==> config.mk <==
export PLATFORM = sky130hd
export DESIGN_NAME = set_scan_ctrl_flat
export DESIGN_NICKNAME = d
export VERILOG_FILES = /design/src/rtl/set_scan_ctrl_pkg.sv /design/src/rtl/set_scan_ctrl_if.sv /design/src/rtl/set_scan_ctrl_set_func.sv /design/src/rtl/set_scan_ctrl.sv /design/src/flat_wrapper.sv
export SDC_FILE = /design/constraint.sdc
export NUM_CORES = 1
export LEC_CHECK = 0
export ABC_AREA = 1
export CAP_MARGIN = 20
export CORE_MARGIN = 1.5
export CORE_UTILIZATION = 50
export DETAILED_ROUTE_END_ITERATION = 10
export HOLD_SLACK_MARGIN = 0.1
export PLACE_DENSITY = 0.92
export REMOVE_ABC_BUFFERS = 1
export SYNTH_ARGS = -nofsm -noshare
export SYNTH_HDL_FRONTEND = slang
export SYNTH_HIERARCHICAL = 1
export SYNTH_SLANG_ARGS = --single-unit
==> constraint.sdc <==
create_clock -name clk -period 4.65 [get_ports clk]
set_input_delay 0.93 -clock clk [delete_from_list [all_inputs] [get_ports clk]]
set_output_delay 0.93 -clock clk [all_outputs]
set_load 0.005 [all_outputs]
==> src/rtl/set_scan_ctrl_pkg.sv <==
// ============================================================================
// Module : set_scan_ctrl_pkg
// Brief  : Shared widths, field positions, mode and state encodings.
// Rev    : 1.0
// ============================================================================
`default_nettype none

package set_scan_ctrl_pkg;

  localparam int COORD_W    = 4;
  localparam int COORD_SZ   = 2 * COORD_W;
  localparam int RADIUS_SZ  = 3 * COORD_W;
  localparam int CENTRAL_SZ = 6 * COORD_W;
  localparam int COVERED_SZ = 3;

  // LSB positions of the 4-bit fields inside the packed buses
  localparam int X_COORD = 4;
  localparam int Y_COORD = 0;
  localparam int A_X = 20;
  localparam int A_Y = 16;
  localparam int B_X = 12;
  localparam int B_Y = 8;
  localparam int C_X = 4;
  localparam int C_Y = 0;
  localparam int A_R = 8;
  localparam int B_R = 4;
  localparam int C_R = 0;

  typedef enum logic [1:0] {
    MODE_A   = 2'd0,
    MODE_AND = 2'd1,
    MODE_XOR = 2'd2,
    MODE_TWO = 2'd3
  } mode_t;

  typedef enum logic [1:0] {
    ST_IDLE  = 2'd0,
    ST_SCAN  = 2'd1,
    ST_DRAIN = 2'd2,
    ST_DONE  = 2'd3
  } state_t;

endpackage

`default_nettype wire

==> src/rtl/set_scan_ctrl_if.sv <==
// ============================================================================
// Module : set_scan_ctrl_if
// Brief  : Job request/result and PE bus of the scan controller.
// Rev    : 1.0
// ============================================================================
`default_nettype none

interface set_scan_ctrl_if #(
  parameter int CNT_W = 8
);
  import set_scan_ctrl_pkg::*;

  logic                  en;
  logic [CENTRAL_SZ-1:0] central;
  logic [RADIUS_SZ-1:0]  radius;
  logic [1:0]            mode;
  logic [COORD_SZ-1:0]   coord_o;
  logic [CENTRAL_SZ-1:0] cent_buf_o;
  logic [RADIUS_SZ-1:0]  r_buf_o;
  logic [COVERED_SZ-1:0] covered_i;
  logic                  busy;
  logic                  valid;
  logic [CNT_W-1:0]      candidate;

  modport slave (
    input  en, central, radius, mode, covered_i,
    output coord_o, cent_buf_o, r_buf_o, busy, valid, candidate
  );

  modport master (
    output en, central, radius, mode, covered_i,
    input  coord_o, cent_buf_o, r_buf_o, busy, valid, candidate
  );

endinterface

`default_nettype wire

==> src/rtl/set_scan_ctrl_set_func.sv <==
// ============================================================================
// Module : set_scan_ctrl_set_func
// Brief  : Combinational decoder from coverage vector and mode to a hit.
// Rev    : 1.0
// ============================================================================
`default_nettype none

module set_scan_ctrl_set_func
  import set_scan_ctrl_pkg::*;
(
  input  mode_t                 mode,
  input  logic [COVERED_SZ-1:0] covered,
  output logic                  hit
);

  logic w_a, w_b, w_c;

  assign w_a = covered[2];
  assign w_b = covered[1];
  assign w_c = covered[0];

  always_comb begin
    hit = 1'b0;
    case (mode)
      MODE_A:   hit = w_a;
      MODE_AND: hit = w_a & w_b;
      MODE_XOR: hit = w_a ^ w_b;
      MODE_TWO: hit = (w_a & w_b & ~w_c) | (w_a & ~w_b & w_c) | (~w_a & w_b & w_c);
      default:  hit = 1'b0;
    endcase
  end

endmodule

`default_nettype wire

==> src/rtl/set_scan_ctrl.sv <==
// ============================================================================
// Module : set_scan_ctrl
// Brief  : Sweeps the lattice through the distance PE and counts hits.
//          SET_SCAN_PIPE_EN adds a register stage on the PE result.
// Rev    : 1.0
// ============================================================================
`default_nettype none

module set_scan_ctrl
  import set_scan_ctrl_pkg::*;
#(
  parameter int GRID_MIN = 1,
  parameter int GRID_MAX = 8,
  parameter int CNT_W    = 8
) (
  input  logic           clk,
  input  logic           rst,
  set_scan_ctrl_if.slave bus
);

  localparam logic [COORD_W-1:0] c_grid_min = COORD_W'(GRID_MIN);
  localparam logic [COORD_W-1:0] c_grid_max = COORD_W'(GRID_MAX);

  state_t                r_state;
  mode_t                 r_mode;
  logic [COORD_W-1:0]    r_x;
  logic [COORD_W-1:0]    r_y;
  logic [CENTRAL_SZ-1:0] r_cent;
  logic [RADIUS_SZ-1:0]  r_rad;
  logic [CNT_W-1:0]      r_cnt;
  logic [CNT_W-1:0]      r_cand;
  logic                  r_busy;
  logic                  r_valid;

  logic                  w_last;
  logic                  w_pt_valid;
  logic                  w_hit;
  logic [COVERED_SZ-1:0] w_cov;
  logic [CNT_W-1:0]      w_cnt_next;

  assign w_last = (r_x == c_grid_max) && (r_y == c_grid_max);

`ifdef SET_SCAN_PIPE_EN
  logic [COVERED_SZ-1:0] r_cov;
  logic                  r_pt_valid;

  always_ff @(posedge clk or posedge rst) begin
    if (rst) begin
      r_cov      <= '0;
      r_pt_valid <= 1'b0;
    end else begin
      r_cov      <= bus.covered_i;
      r_pt_valid <= (r_state == ST_SCAN);
    end
  end

  assign w_cov      = r_cov;
  assign w_pt_valid = r_pt_valid;
`else
  assign w_cov      = bus.covered_i;
  assign w_pt_valid = (r_state == ST_SCAN);
`endif

  set_scan_ctrl_set_func u_set_func (
    .mode    (r_mode),
    .covered (w_cov),
    .hit     (w_hit)
  );

  // Saturating increment; the all-ones value is sticky
  assign w_cnt_next = (w_pt_valid && w_hit && (r_cnt != {CNT_W{1'b1}})) ?
                      r_cnt + 1'b1 : r_cnt;

  always_ff @(posedge clk or posedge rst) begin
    if (rst) begin
      r_state <= ST_IDLE;
      r_mode  <= MODE_A;
      r_x     <= c_grid_min;
      r_y     <= c_grid_min;
      r_cent  <= '0;
      r_rad   <= '0;
      r_cnt   <= '0;
      r_cand  <= '0;
      r_busy  <= 1'b0;
      r_valid <= 1'b0;
    end else begin
      case (r_state)
        ST_IDLE: begin
          if (bus.en) begin
            r_cent  <= bus.central;
            r_rad   <= bus.radius;
            r_mode  <= mode_t'(bus.mode);
            r_cnt   <= '0;
            r_x     <= c_grid_min;
            r_y     <= c_grid_min;
            r_busy  <= 1'b1;
            r_state <= ST_SCAN;
          end
        end
        ST_SCAN: begin
          r_cnt <= w_cnt_next;
          if (w_last) begin
            r_x <= c_grid_min;
            r_y <= c_grid_min;
`ifdef SET_SCAN_PIPE_EN
            r_state <= ST_DRAIN;
`else
            r_cand  <= w_cnt_next;
            r_valid <= 1'b1;
            r_busy  <= 1'b0;
            r_state <= ST_DONE;
`endif
          end else if (r_x == c_grid_max) begin
            r_x <= c_grid_min;
            r_y <= r_y + 1'b1;
          end else begin
            r_x <= r_x + 1'b1;
          end
        end
        ST_DRAIN: begin
          r_cnt   <= w_cnt_next;
          r_cand  <= w_cnt_next;
          r_valid <= 1'b1;
          r_busy  <= 1'b0;
          r_state <= ST_DONE;
        end
        ST_DONE: begin
          r_valid <= 1'b0;
          r_state <= ST_IDLE;
        end
        default: r_state <= ST_IDLE;
      endcase
    end
  end

  assign bus.coord_o    = {r_x, r_y};
  assign bus.cent_buf_o = r_cent;
  assign bus.r_buf_o    = r_rad;
  assign bus.busy       = r_busy;
  assign bus.valid      = r_valid;
  assign bus.candidate  = r_cand;

endmodule

`default_nettype wire

==> src/flat_wrapper.sv <==
// flat-port wrapper written by rule: the top's interface ports become plain ports
module set_scan_ctrl_flat import set_scan_ctrl_pkg::*;
#(
  parameter int GRID_MIN = 1,
  parameter int GRID_MAX = 8,
  parameter int CNT_W    = 8
)
  (clk, rst, bus_en, bus_central, bus_radius, bus_mode, bus_covered_i, bus_coord_o, bus_cent_buf_o, bus_r_buf_o, bus_busy, bus_valid, bus_candidate);
  set_scan_ctrl_if #(.CNT_W(CNT_W)) bus_i ();
  input  logic clk;
  input  logic rst;
  input wire logic [$bits(bus_i.en)-1:0] bus_en;
  input wire logic [$bits(bus_i.central)-1:0] bus_central;
  input wire logic [$bits(bus_i.radius)-1:0] bus_radius;
  input wire logic [$bits(bus_i.mode)-1:0] bus_mode;
  input wire logic [$bits(bus_i.covered_i)-1:0] bus_covered_i;
  output wire logic [$bits(bus_i.coord_o)-1:0] bus_coord_o;
  output wire logic [$bits(bus_i.cent_buf_o)-1:0] bus_cent_buf_o;
  output wire logic [$bits(bus_i.r_buf_o)-1:0] bus_r_buf_o;
  output wire logic [$bits(bus_i.busy)-1:0] bus_busy;
  output wire logic [$bits(bus_i.valid)-1:0] bus_valid;
  output wire logic [$bits(bus_i.candidate)-1:0] bus_candidate;
  assign bus_i.en = bus_en;
  assign bus_i.central = bus_central;
  assign bus_i.radius = bus_radius;
  assign bus_i.mode = bus_mode;
  assign bus_i.covered_i = bus_covered_i;
  assign bus_coord_o = bus_i.coord_o;
  assign bus_cent_buf_o = bus_i.cent_buf_o;
  assign bus_r_buf_o = bus_i.r_buf_o;
  assign bus_busy = bus_i.busy;
  assign bus_valid = bus_i.valid;
  assign bus_candidate = bus_i.candidate;
  set_scan_ctrl #(.GRID_MIN(GRID_MIN), .GRID_MAX(GRID_MAX), .CNT_W(CNT_W)) u_core (.clk(clk), .rst(rst), .bus(bus_i));
endmodule
==> Word level (Yosys, flattened, before mapping) <==
Index checks and enable logic that the tools add are counted.
{ "classes": {"bitwise_logic": 12, "n_mux": 21, "reduce_logical": 19, "n_addsub": 3, "n_eq_ne": 12} }
{ "op_table": {"columns": ["op", "n"], "rows": [
  ["8-bit case mux with 2 select lines", 2],
  ["8-bit 2-to-1 mux", 3],
  ["4-bit 2-to-1 mux", 5],
  ["4-bit case mux with 2 select lines", 2],
  ["2-bit AND reduction", 6],
  ["4-bit by 1-bit adder with 4-bit output (second input constant)", 2],
  ["8-bit by 1-bit adder with 8-bit output (second input constant)", 1],
  ["2-bit equality test (second input constant)", 4],
  ["4-bit equality test (second input constant)", 2],
  ["8-bit != test (second input constant)", 1],
  ["2-bit case mux with 4 select lines", 1],
  ["1-bit bitwise AND", 6],
  ["1-bit case mux with 3 select lines", 2],
  ["3-bit AND reduction", 2],
  ["2-bit nonzero test", 3],
  ["3-bit nonzero test", 2],
  ["2-bit by 1-bit equality test with 1-bit output (second input constant)", 2],
  ["2-bit zero test", 2],
  ["2-bit 2-to-1 mux", 2],
  ["1-bit case mux with 4 select lines", 1],
  ["1-bit logical AND", 3],
  ["1-bit 2-to-1 mux", 3],
  ["3-bit by 2-bit != test with 1-bit output (second input constant)", 1],
  ["1-bit inverter", 3],
  ["5 further kinds", 6]
]} }
{ "totals": {"out_inout_bits": 54, "input_bits": 44, "ff_bits": 66, "elab_cells": 77} }

==> Longest topological paths before layout <==
Gate-level depths: netlist of run 1.
{ "logic_depth": {"depth_word": 11, "mapped_depth": 15, "mapped_depth_nobuf": 15} }

==> Modules after synthesis <==
Netlist of run 1, hierarchy kept.
{ "by_module_without_submodules": {"columns": ["module", "n_inst", "area_per_inst_um2", "cells_each", "seq_area_each_um2"], "rows": [
  ["set_scan_ctrl", 1, 3071.7, 365, 1654.1],
  ["set_scan_ctrl_set_func", 1, 102.6, 19, 0.0]
]} }

==> Least setup slack after synthesis of run 1 <==
No wires, ideal clock.
{ "synth_path": {"path_kind": "input to register", "startpoint": "input port bus_covered_i[1]", "endpoint": "register u_core.r_cnt[3]", "slack_ns": 2.416, "n_path_buf": 0, "stages": 11, "t_required_ns": 4.518, "setup_time_ns": 0.132, "arrival_ns": 2.102, "path_cell_list": "inv_1 -> ha_1 -> or2_0 -> nand2_1 -> nand2_1 -> inv_1 -> nand2_2 -> nor2_1 -> nand3_1 -> nand3_1 -> o21ai_0"} }
{ "synth_between": {"elab_chain_len": 10, "elab_cells_between_ends": 15, "cone_classes": "mux (3); bitwise (10); reduce/logical (2)"} }
{ "synth_lines": {"columns": ["item", "line_no", "source"], "rows": [
  ["start, declared", "flat_wrapper.sv:16", "input wire logic [$bits(bus_i.covered_i)-1:0] bus_covered_i;"],
  ["1-bit inverter", "set_scan_ctrl_set_func.sv:28", "MODE_TWO: hit = (w_a & w_b & ~w_c) | (w_a & ~w_b & w_c) | (~w_a & w_b & w_c);"],
  ["1-bit bitwise AND (2 in a row)", "set_scan_ctrl_set_func.sv:28", null],
  ["1-bit bitwise OR (2 in a row)", "set_scan_ctrl_set_func.sv:28", null],
  ["1-bit case mux with 4 select lines (*)", "set_scan_ctrl_set_func.sv:24", "case (mode)"],
  ["named net u_core.w_hit", "set_scan_ctrl.sv:37", "logic w_hit;"],
  ["1-bit logical AND (*) (2 in a row)", "set_scan_ctrl.sv:71", "assign w_cnt_next = (w_pt_valid && w_hit && (r_cnt != {CNT_W{1'b1}})) ?"],
  ["8-bit 2-to-1 mux (*)", "set_scan_ctrl.sv:71", null],
  ["8-bit case mux with 2 select lines (*)", "set_scan_ctrl.sv:87", "case (r_state)"],
  ["end signal, assigned", "set_scan_ctrl.sv:101", "r_cnt <= w_cnt_next;"],
  ["end signal, assigned", "set_scan_ctrl.sv:121", "r_cnt <= w_cnt_next;"],
  ["end, declared", "set_scan_ctrl.sv:30", "logic [CNT_W-1:0] r_cnt;"]
]} }
The timed path passes the listed nets; every way through them passes the cells marked *.
A chain may end at the register's enable or synchronous reset.

==> Final worst setup path of run 1 <==
{ "layout_path": {"startpoint": "input port bus_covered_i[1]", "endpoint": "register u_core.r_cnt[5]"} }
Same word-level chain as after synthesis.

==> results.py, run 1 <==
metrics = {
    "timing": {
        "setup_slack_ns": 1.98,
        "max_freq_mhz": 375,
        "clock_skew_ns": 0.0115,
        "rsz0062_at_grt": "false",
        "tightest_slew_ns": 0.772,
        "slew_headroom": 0.484,
        "finalSetupTns_ns": 0,
        "period_minus_slack_ns": 2.67,
        "finalSetupViolations": 0,
        "maxSlewViolCount": 0,
        "period_share": 0.574,
        "hold_viol_final": 0,
    },
    "synth": {
        "synth_cell_types": 31,
        "synth_top_cell_by_area": "dfrtp_1",
        "synth_area_per_cell_sq_um": 8.27,
        "ys.warnings.count": 6,
        "ys_seq_area_frac": 0.521,
        "ys_ff_latch": 66,
        "synth_top_area_frac": 0.505,
        "synth_area_sq_mm": 0.00317,
        "syn_inst": 384,
        "synthTopCellsByArea": "dfrtp_1 (50%), nand2_1 (21%), ha_1 (5.1%)",
    },
    "floorplan": {
        "placementRows": 28,
        "ios": 98,
        "coreArea_sq_mm": 0.00603,
        "initial_core_util": 0.527,
        "die-height_microns": 82.7,
        "die-area_sq_mm": 0.00684,
        "dieWidth_microns": 82.7,
    },
    "detailed_routing": {
        "ant_nets": 0,
        "dr.pass1.iters": 4,
        "initialDrtViolationCount": 143,
        "drt-total-wl_microns": 8260,
        "num_vias": 2920,
        "avgViaCountPerCell": 5.18,
        "drc": 0,
        "wl_per_cell_microns": 14.6,
    },
    "setup_path": {
        "crit_end": "u_core/r_cnt[5]$_DFFE_PP0P_",
        "end_kind": "flip-flop",
        "critPathKind": "input pin to flip-flop",
        "r2r.worst_path.cells": 8,
        "reg2reg_to": "u_core/r_cnt[7]$_DFFE_PP0P_",
        "start_kind": "input pin",
        "crit_fanout": 4,
        "required_ns": 4.89,
        "cp.arrival_ns": 2.90,
        "startpoint": "bus_covered_i[1]",
        "rr_startpoint": "u_core/r_state[0]$_DFFE_PP0P_",
        "worst-r2r-setup-slack_ns": 2.72,
    },
    "global_route": {
        "antenna_found_initial": 0,
        "grt_pass1_wl_microns": 13500,
        "grt_pass1_vias": 3015,
        "gr-total-overflow": 0,
        "grt_max_degree": 42,
        "grt_usage": 0.272,
    },
    "power": {
        "p_leak_nw": 2.22,
        "power.density_mw_per_mm2": 634,
        "ir_drop_uv": 386,
    },
    "cts": {
        "cts_made_buffers": 9,
        "hold_buffers": 0,
        "cts.clk_slew.worst_paths_ns": 0.08,
        "cts.path.max_buffers": 2,
        "insertion_delay_ns": 0.35,
        "cts_resized": 0,
        "post_cts_buffers": 0,
        "clkSinkCount": 66,
        "cts-root-buf": "clkbuf_8",
        "h-tree-depth": 3,
        "cts_tree": "done",
    },
    "run_status": {
        "run_status": "completed",
    },
    "final_layout": {
        "utilization": 0.735,
        "syn_to_final_growth_pct": 39.6,
        "fill_cells": 388,
        "antenna_cells": 0,
        "design_area_sq_mm": 0.00443,
        "fin_nets": 542,
        "multiInputGateArea_sq_mm": 0.00132,
        "drive_gt1_frac": 0.0879,
        "seq_area_sq_mm": 0.00165,
    },
    "placed_design": {
        "dp_hpwl_microns": 5590,
        "placed_area_sq_mm": 0.00419,
        "pre_cts_ws_ns": 1.69,
        "gp_congestion": 0.922,
        "io_buffers": 97,
    },
    "flow_run": {
        "drv_cap": 0,
    },
    "hold_path": {
        "min_path_type": "flip-flop to flip-flop",
    },
}
final cells by class:
| class | instances | share of cell area |
|---|---|---|
| well taps | 75 | 0.0212 |
| multi-input cells | 273 | 0.298 |
| clock buffers | 9 | 0.0280 |
| clock inverters | 6 | 0.0209 |
| repair buffers | 100 | 0.229 |
| inverters | 35 | 0.0302 |
| flip-flops and latches | 66 | 0.373 |
where the power goes:
group	total, mW	internal, mW	leakage [nW]	switching [mW]
sequential	1.00	0.821	0.839	0.181
combinational	1.27	0.616	1.27	0.658
clock	0.532	0.300	0.102	0.232
total	2.81	1.74	2.22	1.07
through the flow:
step	total power, mW	cells	hold WS (ns)
floorplan	1.61	374	0.464
global placement	2.19	548	0.461
detailed placement	2.25	548	0.463
CTS	2.80	563	0.484
global route	3.02	564	0.511
finish	2.81	564	0.483
metal layers:
layer / track usage / part of all wire / up-vias
met5: 0 / 0 / -
met4: 0.135 / 0.029 / 0
met3: 0.109 / 0.090 / 22
met2: 0.441 / 0.49 / 116
met1: 0.311 / 0.39 / 1386
li1: - / - / 1396
synthesized netlist by cell type:
master	count
a21oi_1	3
a31oi_1	1
buf_2	2
buf_4	5
buf_6	1
clkbuf_1	2
dfrtp_1	64
dfstp_2	2
ha_1	13
inv_1	28
inv_2	6
inv_4	1
nand2_1	175
nand2_2	6
nand2_4	2
nand3_1	30
nand3b_1	1
nand4_1	4
nor2_1	9
nor2_2	2
nor2_4	3
nor2_8	1
nor3_1	3
o21a_1	1
o21ai_0	7
o21ai_1	6
o21ai_2	1
o31ai_1	1
or2_0	1
xnor2_1	2
xor2_1	1
kinds of logic (layout without fill, tap and decap cells):
family          after synthesis  after routing  synth area share
buf+inv                      45            150            0.0631
flops                        66             66             0.521
xor+xnor                      3              3           0.00828
fa+ha+maj                    13             13            0.0512
simple gates                237            237             0.322
compound gates               20             20            0.0347
critical path, stage by stage:
cell	delay, ns
clkdlybuf4s50_1	0.51
inv_1	0.06
ha_1	0.28
or2_0	0.23
nand2_1	0.07
nand2_1	0.05
inv_1	0.06
nand2_2	0.09
nor2_1	0.25
nand4_1	0.18
nand3_1	0.13
nand2_1	0.06
placed cells by master, fill, tap and decap left out, types with 7 or more instances in the layout:
cell / count
nor2_1: 9
nand3_1: 30
dfrtp_1: 64
o21ai_0: 7
ha_1: 13
clkdlybuf4s50_1: 97
inv_1: 27
nand2_1: 175
inv_2: 7
clkbuf_8: 9
worst min path at each step:
| stage | end | slack [ns] | start | cells past startpoint |
|---|---|---|---|---|
| 6_report | u_core/bus.busy$_DFFE_PP0P_ | 0.48 | u_core/bus.busy$_DFFE_PP0P_ | 2 |
| 3_3_place_gp | u_core/bus.busy$_DFFE_PP0P_ | 0.46 | u_core/bus.busy$_DFFE_PP0P_ | 2 |
| 5_1_grt | u_core/bus.r_buf_o[7]$_DFFE_PP0P_ | 0.51 | u_core/bus.r_buf_o[7]$_DFFE_PP0P_ | 2 |
| 4_1_cts | u_core/bus.busy$_DFFE_PP0P_ | 0.48 | u_core/bus.busy$_DFFE_PP0P_ | 2 |
| 3_5_place_dp | u_core/bus.busy$_DFFE_PP0P_ | 0.46 | u_core/bus.busy$_DFFE_PP0P_ | 2 |
| 2_1_floorplan | u_core/bus.busy$_DFFE_PP0P_ | 0.46 | u_core/bus.busy$_DFFE_PP0P_ | 2 |
registers in the layout, indices dropped and copies added, names as in the netlist:
register	cells
u_core/r_state	2
u_core/r_mode	2
u_core/r_y	4
u_core/bus.candidate	8
u_core/r_cnt	8
u_core/bus.busy	1
u_core/bus.valid	1
u_core/r_x	4
u_core/bus.cent_buf_o	24
u_core/bus.r_buf_o	12
Note: power is estimated with default switching activity, not from simulation.
==> run 2: changes to the inputs <==
--- a/config.mk
+++ b/config.mk
@@ -8,10 +8,10 @@
 export ABC_AREA = 1
 export CAP_MARGIN = 20
 export CORE_MARGIN = 1.5
-export CORE_UTILIZATION = 50
+export CORE_UTILIZATION = 47
 export DETAILED_ROUTE_END_ITERATION = 10
 export HOLD_SLACK_MARGIN = 0.1
-export PLACE_DENSITY = 0.92
+export PLACE_DENSITY = 0.87
 export REMOVE_ABC_BUFFERS = 1
 export SYNTH_ARGS = -nofsm -noshare
 export SYNTH_HDL_FRONTEND = slang
==> constraint.sdc (replaced) <==
create_clock -name clk -period 2.55 [get_ports clk]
set_input_delay 0.51 -clock clk [delete_from_list [all_inputs] [get_ports clk]]
set_output_delay 0.51 -clock clk [all_outputs]
set_load 0.005 [all_outputs]
==> results.py, run 2 (synthesis gave the netlist of run 1 again) <==
metrics = {
    "global_route": {
        "grt_max_degree": 67,
        "grt_pass1_wl_microns": 13400,
        "grt_usage": 0.238,
        "antenna_found_initial": 0,
        "grt_pass1_vias": 3001,
        "gr-total-overflow": 0,
    },
    "detailed_routing": {
        "dr.pass1.iters": 8,
        "avgViaCountPerCell": 5.15,
        "drt-total-wl_microns": 8060,
        "drc": 2,
        "wl_per_cell_microns": 14.2,
        "ant_nets": 0,
        "num_vias": 2920,
        "initialDrtViolationCount": 277,
    },
    "floorplan": {
        "dieWidth_microns": 85.2,
        "die-area_sq_mm": 0.00726,
        "placementRows": 29,
        "coreArea_sq_mm": 0.00642,
        "initial_core_util": 0.494,
        "ios": 98,
        "die-height_microns": 85.2,
    },
    "power": {
        "ir_drop_uv": 623,
        "power.density_mw_per_mm2": 1170,
        "p_leak_nw": 2.23,
    },
    "cts": {
        "cts_resized": 0,
        "cts.path.max_buffers": 2,
        "cts_made_buffers": 9,
        "hold_buffers": 0,
        "insertion_delay_ns": 0.35,
        "post_cts_buffers": 0,
        "cts.clk_slew.worst_paths_ns": 0.08,
        "h-tree-depth": 3,
        "cts_tree": "done",
        "clkSinkCount": 66,
        "cts-root-buf": "clkbuf_8",
    },
    "timing": {
        "rsz0062_at_grt": "false",
        "setup_slack_ns": 0.275,
        "max_freq_mhz": 440,
        "slew_headroom": 0.740,
        "clock_skew_ns": 0.0109,
        "finalSetupViolations": 0,
        "tightest_slew_ns": 0.388,
        "finalSetupTns_ns": 0,
        "period_minus_slack_ns": 2.27,
        "maxSlewViolCount": 0,
        "period_share": 0.892,
        "hold_viol_final": 0,
    },
    "placed_design": {
        "gp_congestion": 0.857,
        "dp_cells": 551,
        "io_buffers": 97,
        "pre_cts_ws_ns": -0.0229,
        "dp_hpwl_microns": 5580,
    },
    "run_status": {
        "run_status": "finished, violations left",
        "violations": "design-rule violations",
    },
    "setup_path": {
        "cp.arrival_ns": 2.52,
        "slowest_delay_ns": 0.52,
        "cp_slowest_cell": "clkdlybuf4s50_1",
        "cp_common_cell": "nand2_1",
        "crit_fanout": 4,
        "startpoint": "bus_covered_i[1]",
        "required_ns": 2.79,
        "rr_startpoint": "u_core/r_state[0]$_DFFE_PP0P_",
        "critical_path.cell_chain": "clkdlybuf4s50_1 > inv_1 > ha_1 > or2_0 > nand2_1 > nand2_1 > inv_1 > nand2_2 > nor2_1 > nand4_1 > nand3_1 > nand2_1",
        "worst-r2r-setup-slack_ns": 0.73,
        "start_kind": "input pin",
        "critPathKind": "input pin to flip-flop",
        "end_kind": "flip-flop",
    },
    "hold_path": {
        "hold_start": "u_core/bus.r_buf_o[5]$_DFFE_PP0P_",
        "min_path_type": "flip-flop to flip-flop",
    },
    "final_layout": {
        "largest_reg_flops": 24,
        "utilization": 0.693,
        "drive_gt1_frac": 0.0878,
        "instances_no_fill": 567,
        "final_common_cell": "nand2_1",
        "fill_cells": 471,
        "fin_nets": 542,
        "final_cell_mix": "nand2_1 (175), clkdlybuf4s50_1 (97), dfrtp_1 (64)",
        "antenna_cells": 0,
        "syn_to_final_growth_pct": 40.3,
    },
    "flow_run": {
        "drv_cap": 0,
    },
}
[run 2: cell types whose count changed in the layout (fill, tap and decap cells not counted), sizes merged]
cell / previous run / this run
clkinvlp: 2 / 1
clkbuf: 9 / 10
bufinv: 2 / 3
[run 2: final timing paths]
kind / cells past startpoint / to
setup / recovery: 12 / u_core/r_cnt[5]$_DFFE_PP0P_
hold / removal: 2 / u_core/bus.r_buf_o[5]$_DFFE_PP0P_
setup reg to reg: 7 / u_core/r_cnt[5]$_DFFE_PP0P_
hold reg to reg: 2 / u_core/bus.r_buf_o[5]$_DFFE_PP0P_
max in group asynchronous: 3 / u_core/r_x[0]$_DFFE_PP1P_
min in group asynchronous: 3 / u_core/r_cnt[5]$_DFFE_PP0P_
[run 2: metal layers]
metal | vias up | wire length [microns] | global-route usage
met5 | - | 0 | 0
li1 | 1395 | - | -
met2 | 150 | 3850 | 0.386
met1 | 1356 | 3260 | 0.285
met4 | 0 | 153 | 0.0939
met3 | 19 | 799 | 0.0944
[run 2: worst max-delay path, delay by kind of cell]
kind / cells / cell delay, ns
adder cells (fa/ha/maj): 1 / 0.28
AND/OR/NAND/NOR: 8 / 1.08
buffers and inverters: 3 / 0.64
[run 2: final cells by class]
class / count / area (sq um) / share of cell area
Sequential cell: 66 / 1650 / 0.371
Timing Repair Buffer: 100 / 1010 / 0.226
Inverter: 35 / 134 / 0.0301
Multi-Input combinational cell: 273 / 1320 / 0.296
Tap cell: 77 / 96.3 / 0.0216
Clock buffer: 10 / 128 / 0.0287
Clock inverter: 6 / 115 / 0.0258
[run 2: power breakdown]
part           leakage [nW]  internal (mW)  switching, mW
sequential            0.839           1.50          0.329
clock                 0.117          0.653          0.423
combinational          1.27           1.12           1.20
total                  2.23           3.27           1.95
[run 2: through the flow]
| step | hold slack (ns) | total power [mW] | instance area [sq um] |
|---|---|---|---|
| after floorplan | 0.464 | 2.94 | 3110 |
| after global placement | 0.464 | 4.01 | 4210 |
| after detailed placement | 0.465 | 4.11 | 4210 |
| after CTS | 0.485 | 5.23 | 4450 |
| after global routing | 0.507 | 5.59 | 4450 |
| final | 0.483 | 5.22 | 4450 |
